==> config.mk <==
export PLATFORM = sky130hd
export DESIGN_NAME = intersection_phase_scheduler
export DESIGN_NICKNAME = d
export VERILOG_FILES = /design/src/rtl/traffic_pkg.sv /design/src/rtl/req_latch.sv /design/src/rtl/intersection_phase_scheduler.sv
export SDC_FILE = /design/constraint.sdc
export NUM_CORES = 1
export LEC_CHECK = 0
export ABC_AREA = 1
export BUFFER_PORTS_ARGS = -buffer_cell sky130_fd_sc_hd__clkbuf_2
export CAP_MARGIN = 10
export CORE_UTILIZATION = 51
export DETAILED_ROUTE_END_ITERATION = 6
export PLACE_DENSITY = 0.74
export SLEW_MARGIN = 0
export SYNTH_ARGS = -nofsm -noshare
export SYNTH_HDL_FRONTEND = slang
export SYNTH_SLANG_ARGS = --single-unit
==> constraint.sdc <==
create_clock -name i_clk -period 1.9 [get_ports i_clk]
set_input_delay 0.095 -clock i_clk [delete_from_list [all_inputs] [get_ports i_clk]]
set_output_delay 0.095 -clock i_clk [all_outputs]
set_load 0.02 [all_outputs]
==> src/rtl/traffic_pkg.sv <==
//------------------------------------------------------------------------------
// Module : traffic_pkg
// Brief  : Phase encodings, lamp-set constants and default timings for the
//          intersection phase scheduler.
// Rev    : 1.0
//------------------------------------------------------------------------------
`default_nettype none

package traffic_pkg;

    typedef enum logic [2:0] {
        MAIN_G    = 3'd0,
        MAIN_Y    = 3'd1,
        ALL_RED_A = 3'd2,
        SIDE_G    = 3'd3,
        SIDE_Y    = 3'd4,
        PED_WALK  = 3'd5,
        PED_CLR   = 3'd6,
        ALL_RED_B = 3'd7
    } phase_t;

    typedef enum logic {
        RR_SIDE = 1'b0,
        RR_PED  = 1'b1
    } requester_t;

    typedef struct packed {
        logic main_red;
        logic main_yellow;
        logic main_green;
        logic side_red;
        logic side_yellow;
        logic side_green;
        logic walk;
        logic walk_flash;
    } lamp_t;

    localparam lamp_t MAIN_GO   = '{main_green: 1'b1, side_red: 1'b1, default: 1'b0};
    localparam lamp_t MAIN_SLOW = '{main_yellow: 1'b1, side_red: 1'b1, default: 1'b0};
    localparam lamp_t SIDE_GO   = '{main_red: 1'b1, side_green: 1'b1, default: 1'b0};
    localparam lamp_t SIDE_SLOW = '{main_red: 1'b1, side_yellow: 1'b1, default: 1'b0};
    localparam lamp_t PED_GO    = '{main_red: 1'b1, side_red: 1'b1, walk: 1'b1, default: 1'b0};
    localparam lamp_t PED_CLEAR = '{main_red: 1'b1, side_red: 1'b1, walk_flash: 1'b1, default: 1'b0};
    localparam lamp_t ALL_STOP  = '{main_red: 1'b1, side_red: 1'b1, default: 1'b0};

    localparam int DEF_MAIN_MIN_GREEN  = 20;
    localparam int DEF_YELLOW_TIME     = 4;
    localparam int DEF_ALL_RED_TIME    = 2;
    localparam int DEF_SIDE_GREEN_TIME = 10;
    localparam int DEF_WALK_TIME       = 8;
    localparam int DEF_PED_CLEAR_TIME  = 6;
    localparam int DEF_TIMER_W         = 8;

    function automatic lamp_t lamps_for(input phase_t p);
        lamp_t l;
        case (p)
            MAIN_G:   l = MAIN_GO;
            MAIN_Y:   l = MAIN_SLOW;
            SIDE_G:   l = SIDE_GO;
            SIDE_Y:   l = SIDE_SLOW;
            PED_WALK: l = PED_GO;
            PED_CLR:  l = PED_CLEAR;
            default:  l = ALL_STOP;
        endcase
        return l;
    endfunction

endpackage

`default_nettype wire

==> src/rtl/req_latch.sv <==
//------------------------------------------------------------------------------
// Module : req_latch
// Brief  : Synchronises one raw field input, detects its rising edge and holds
//          a pending request until the scheduler serves it.
// Rev    : 1.0
//------------------------------------------------------------------------------
`default_nettype none

module req_latch (
    input  logic i_clk,
    input  logic i_reset_n,
    input  logic i_raw,
    input  logic i_clr,
    output logic o_pend
);

    logic r_sync1;
    logic r_sync2;
    logic r_prev;
    logic r_pend;
    logic w_rise;

    assign w_rise = r_sync2 & ~r_prev;

    always_ff @(posedge i_clk or negedge i_reset_n) begin
        if (!i_reset_n) begin
            r_sync1 <= 1'b0;
            r_sync2 <= 1'b0;
            r_prev  <= 1'b0;
            r_pend  <= 1'b0;
        end else begin
            r_sync1 <= i_raw;
            r_sync2 <= r_sync1;
            r_prev  <= r_sync2;
            // A fresh rise wins over the serve-clear so a press during the
            // served phase is never lost.
            r_pend  <= w_rise | (r_pend & ~i_clr);
        end
    end

    assign o_pend = r_pend;

endmodule

`default_nettype wire

==> src/rtl/intersection_phase_scheduler.sv <==
//------------------------------------------------------------------------------
// Module : intersection_phase_scheduler
// Brief  : Main-road-default light sequencer arbitrating side-road vehicle and
//          pedestrian requests round-robin, with registered lamp outputs.
// Rev    : 1.0
//------------------------------------------------------------------------------
`default_nettype none

module intersection_phase_scheduler
    import traffic_pkg::*;
#(
    parameter int MAIN_MIN_GREEN  = DEF_MAIN_MIN_GREEN,
    parameter int YELLOW_TIME     = DEF_YELLOW_TIME,
    parameter int ALL_RED_TIME    = DEF_ALL_RED_TIME,
    parameter int SIDE_GREEN_TIME = DEF_SIDE_GREEN_TIME,
    parameter int WALK_TIME       = DEF_WALK_TIME,
    parameter int PED_CLEAR_TIME  = DEF_PED_CLEAR_TIME,
    parameter int TIMER_W         = DEF_TIMER_W
) (
    input  logic       i_clk,
    input  logic       i_reset_n,
    input  logic       i_Vs,
    input  logic       i_ped_btn,
    output logic       o_Main_red,
    output logic       o_Main_yellow,
    output logic       o_Main_green,
    output logic       o_Side_red,
    output logic       o_Side_yellow,
    output logic       o_Side_green,
    output logic       o_walk,
    output logic       o_walk_flash,
    output logic [2:0] o_phase,
    output logic       o_ped_wait
);

    phase_t               r_state;
    phase_t               w_next;
    requester_t           r_rr_last;
    requester_t           w_rr_next;
    logic [TIMER_W-1:0]   r_timer;
    lamp_t                r_lamps;
    logic                 w_expired;
    logic                 w_side_pend;
    logic                 w_ped_pend;
    logic                 w_side_clr;
    logic                 w_ped_clr;

    function automatic logic [TIMER_W-1:0] load_value(input phase_t p);
        logic [TIMER_W-1:0] v;
        case (p)
            MAIN_G:              v = TIMER_W'(MAIN_MIN_GREEN - 1);
            MAIN_Y, SIDE_Y:      v = TIMER_W'(YELLOW_TIME - 1);
            SIDE_G:              v = TIMER_W'(SIDE_GREEN_TIME - 1);
            PED_WALK:            v = TIMER_W'(WALK_TIME - 1);
            PED_CLR:             v = TIMER_W'(PED_CLEAR_TIME - 1);
            default:             v = TIMER_W'(ALL_RED_TIME - 1);
        endcase
        return v;
    endfunction

    req_latch u_side_req (
        .i_clk     (i_clk),
        .i_reset_n (i_reset_n),
        .i_raw     (i_Vs),
        .i_clr     (w_side_clr),
        .o_pend    (w_side_pend)
    );

    req_latch u_ped_req (
        .i_clk     (i_clk),
        .i_reset_n (i_reset_n),
        .i_raw     (i_ped_btn),
        .i_clr     (w_ped_clr),
        .o_pend    (w_ped_pend)
    );

    assign w_expired  = (r_timer == '0);
    assign w_side_clr = (w_next == SIDE_G)   && (r_state != SIDE_G);
    assign w_ped_clr  = (w_next == PED_WALK) && (r_state != PED_WALK);

    always_comb begin
        w_next    = r_state;
        w_rr_next = r_rr_last;
        case (r_state)
            MAIN_G: begin
                if (w_expired && (w_side_pend || w_ped_pend)) w_next = MAIN_Y;
            end
            MAIN_Y: begin
                if (w_expired) w_next = ALL_RED_A;
            end
            ALL_RED_A: begin
                if (w_expired) begin
                    // Round-robin only matters on a tie; a lone requester is
                    // served without disturbing the tie-break history.
                    if (w_side_pend && w_ped_pend) begin
                        if (r_rr_last == RR_PED) begin
                            w_next    = SIDE_G;
                            w_rr_next = RR_SIDE;
                        end else begin
                            w_next    = PED_WALK;
                            w_rr_next = RR_PED;
                        end
                    end else if (w_side_pend) begin
                        w_next = SIDE_G;
                    end else if (w_ped_pend) begin
                        w_next = PED_WALK;
                    end else begin
                        w_next = MAIN_G;
                    end
                end
            end
            SIDE_G: begin
                if (w_expired) w_next = SIDE_Y;
            end
            SIDE_Y: begin
                if (w_expired) w_next = ALL_RED_B;
            end
            PED_WALK: begin
                if (w_expired) w_next = PED_CLR;
            end
            PED_CLR: begin
                if (w_expired) w_next = ALL_RED_B;
            end
            ALL_RED_B: begin
                if (w_expired) w_next = MAIN_G;
            end
            default: begin
                w_next = MAIN_G;
            end
        endcase
    end

    always_ff @(posedge i_clk or negedge i_reset_n) begin
        if (!i_reset_n) begin
            r_state   <= MAIN_G;
            r_rr_last <= RR_PED;
            r_timer   <= TIMER_W'(MAIN_MIN_GREEN - 1);
            r_lamps   <= MAIN_GO;
        end else begin
            r_state   <= w_next;
            r_rr_last <= w_rr_next;
            r_lamps   <= lamps_for(w_next);
            // Saturating countdown: MAIN_G parks at zero while idle.
            if (w_next != r_state) begin
                r_timer <= load_value(w_next);
            end else if (!w_expired) begin
                r_timer <= r_timer - 1'b1;
            end
        end
    end

    assign o_phase       = r_state;
    assign o_Main_red    = r_lamps.main_red;
    assign o_Main_yellow = r_lamps.main_yellow;
    assign o_Main_green  = r_lamps.main_green;
    assign o_Side_red    = r_lamps.side_red;
    assign o_Side_yellow = r_lamps.side_yellow;
    assign o_Side_green  = r_lamps.side_green;
    assign o_walk        = r_lamps.walk;
    assign o_walk_flash  = r_lamps.walk_flash;
    assign o_ped_wait    = w_ped_pend;

endmodule

`default_nettype wire

==> flow_summary.toml <==
[grt]
antenna_found_initial = 0
grt_pass1_vias = 1003
grt_pass1_wl_um = 4150
grt.total_usage_pct = 20.3
grt_overflow = 0
grt_max_degree = 29

[synthesis]
ys_ff_latch = 28
yosysMostFrequentCell = "nand2_1"
netlist_top_cells_count = "26 x nand2_1, 22 x dfrtp_1, 15 x inv_1"
synthSimpleGateAreaFrac_pct = 31.4
netlist_area_mm2 = 0.00136
synth.distinct_cells = 29
synth_compound_area_share_pct = 4.51
synth-xor-area-share_pct = 3.22
synthAdderAreaFrac_pct = 0.921
synth_top_cell_by_area = "dfrtp_1"
syn_inst = 143
synth_ff_type = "dfrtp_1"
synth-edff-count = 0
yosys_warnings = 0
async_reset_ff_share_pct = 100
yosysSeqAreaShare_pct = 52.1
muxShareOfSynthArea_pct = 0
avgSynthCellArea_um2 = 9.50
syn_nets = 148
yosys-top-cells-area = "dfrtp_1 41%, dfstp_2 12%, nand2_1 7.2%"
synth_top_family_by_area = "simple AND/OR/NAND/NOR gates"
synth_top_area_share_pct = 40.5

[clock_tree]
cts_tree = "yes"
numCtsBuffers = 3
cts_root_buffer = "clkbuf_4"
cts_buffer_depth = 2
cts-htree-levels = 1
clock_latency_ns = 0.33
cts_sinks = 28
clkTransAtPathRegs_ns = 0.15

[route]
vias = 1038
drt_pass1_iterations = 4
routedWlPerCell_um = 12.6
wirelength_um = 2550
viasPerCell = 5.14
drtAntennaViolNets = 0
drc = 0
first_iter_violations = 13

[placed_design]
dp_cells = 189
finalWeightedCongestion = 0.799
place_ws_ns = 0.00916
postPlaceCellArea_mm2 = 0.00148
dp_hpwl_um = 1810
portBuffers = 15

[hold_path]
worstHoldPathType = "in -> async"

[sta]
worst-slew-pin-transition_ns = 0.676
clock-skew-final_ns = 0.0108
relSlewSlack_pct = 54.9
post-route-worst-setup-slack_ns = 0.108
final.min_clock_period_ns = 1.79
hold_viol = 0
setup-violations-final = 0
fmax_ghz = 0.558
finalMaxSlewViolations = 0
period_share_pct = 94.3

[floorplan]
initial_core_util_pct = 54.4
rows = 18
ios = 16
core-area_mm2 = 0.00250
dieHeight_um = 53.6
die_w_um = 53.6
die_area_mm2 = 0.00287

[layout]
final_cell_area_mm2 = 0.00161
antenna_cells = 0
nNetsFinal = 178
nFillCells = 215
drive_gt1_share_pct = 40.1
area_growth_pct = 18.7
largest_reg_flops = 8
top_register = "r_timer"
finish.utilization_pct = 64.5
final_cells = 202

[power_and_ir_drop]
switching_share_pct = 42.1
combPwrFrac_pct = 45.4
p_clk_share_pct = 13.1
leakage_nw = 0.820
ir_worst_vdd_mv = 0.856
p_sw_uw = 936
internal_power_mw = 1.29
p_per_area_mw_per_mm2 = 1380
seqPwrFrac_pct = 41.5

[critical_path]
crit_fanout = 5
end_kind = "flip-flop"
r2r-start = "r_timer[1]$_DFFE_PN1P_"
cp.required_ns = 2.13
critical_path_class = "reg -> reg"
reg2reg_slack_ns = 0.11
r2r-end = "u_side_req.o_pend$_DFF_PN0_"
critPathLaunchType = "flip-flop"
reg2reg_depth = 12
arrival_ns = 2.02

[run_status]
status = "completed"

[run]
cap_violations = 0
==> routing by layer <==
metal | track usage [%] | wire length, um
met1 | 25.3 | 1090
met2 | 35.0 | 1340
met3 | 3.39 | 72
met4 | 7.89 | 40
met5 | 0 | 0
==> kinds of logic (layout without fill, tap and decap cells) <==
family,after synthesis,count (layout)
buffers and inverters,25,53
xor gates and xnor gates,5,5
DFF,28,28
and+or+nand+nor,73,74
adders and majority gates,1,1
AOI/OAI and AO/OA,11,11
==> worst max-delay path by stage <==
stage | start | cells past startpoint | end | slack, ns
after floorplan | r_timer[0]$_DFFE_PN1P_ | 13 | r_timer[2]$_DFFE_PN0P_ | 0.13
after global placement | r_timer[0]$_DFFE_PN1P_ | 12 | r_timer[2]$_DFFE_PN0P_ | 0.05
after detailed placement | r_timer[0]$_DFFE_PN1P_ | 11 | u_side_req.o_pend$_DFF_PN0_ | 0.009
after CTS | r_timer[0]$_DFFE_PN1P_ | 11 | u_side_req.o_pend$_DFF_PN0_ | 0.003
after global routing | r_timer[1]$_DFFE_PN1P_ | 12 | r_timer[2]$_DFFE_PN0P_ | -0.02
final | r_timer[1]$_DFFE_PN1P_ | 12 | u_side_req.o_pend$_DFF_PN0_ | 0.11
==> power groups by stage <==
stage | Clock, mW | Combinational (mW) | Sequential (mW)
after floorplan | 0 | 0.622 | 0.982
after global placement | 0 | 0.870 | 0.929
after detailed placement | 0 | 0.893 | 0.934
after CTS | 0.299 | 0.920 | 0.923
after global routing | 0.313 | 1.13 | 0.946
final | 0.292 | 1.01 | 0.924
==> worst max-delay path, cell delays in order, from the launching register on <==
cell and delay [ns]:
dfstp_2 0.58, inv_1 0.07, ha_4 0.18, nand2_4 0.08
nor2_4 0.07, inv_2 0.06, nand2_1 0.08, nand3_4 0.13
nand2_2 0.07, inv_2 0.08, nand4_1 0.14, nand2_1 0.11
nand2_1 0.05
==> final cells by class <==
type                            count  area, um^2  share of cell area [%]
Clock buffer                        4        36.3                    2.25
Multi-Input combinational cell     91         578                    35.8
Tap cell                           30        37.5                    2.33
Timing Repair Buffer               25         158                    9.77
Inverter                           24        95.1                    5.90
Sequential cell                    28         708                    43.9
==> cell usage in the layout (no fill, tap or decap), drive strengths merged, types with 5 or more instances in the layout <==
master   n
nor2    18
clkbuf  19
dfstp    6
inv     22
o21ai    6
dfrtp   22
nand3   12
nand2   34
buf      7
nand4    5
==> through the flow <==
step                      hold slack (ns)  power [mW]  TNS (ns)
after floorplan                    -0.201        1.60         0
after global placement              0.156        1.80         0
after detailed placement            0.171        1.83         0
after CTS                           0.340        2.14         0
after global routing                0.384        2.38   -0.0171
final                               0.307        2.23         0
==> repair_timing <==
item,4_1_cts,5_1_grt
pin swaps,2,5
endpoints found under the setup margin,2,8
hold buffers,3,0
gates resized for setup,0,6
hold endpoints to repair,24,0
gates cloned,0,1
setup buffers,2,3
No activity file was read; power rests on OpenSTA's default activity.
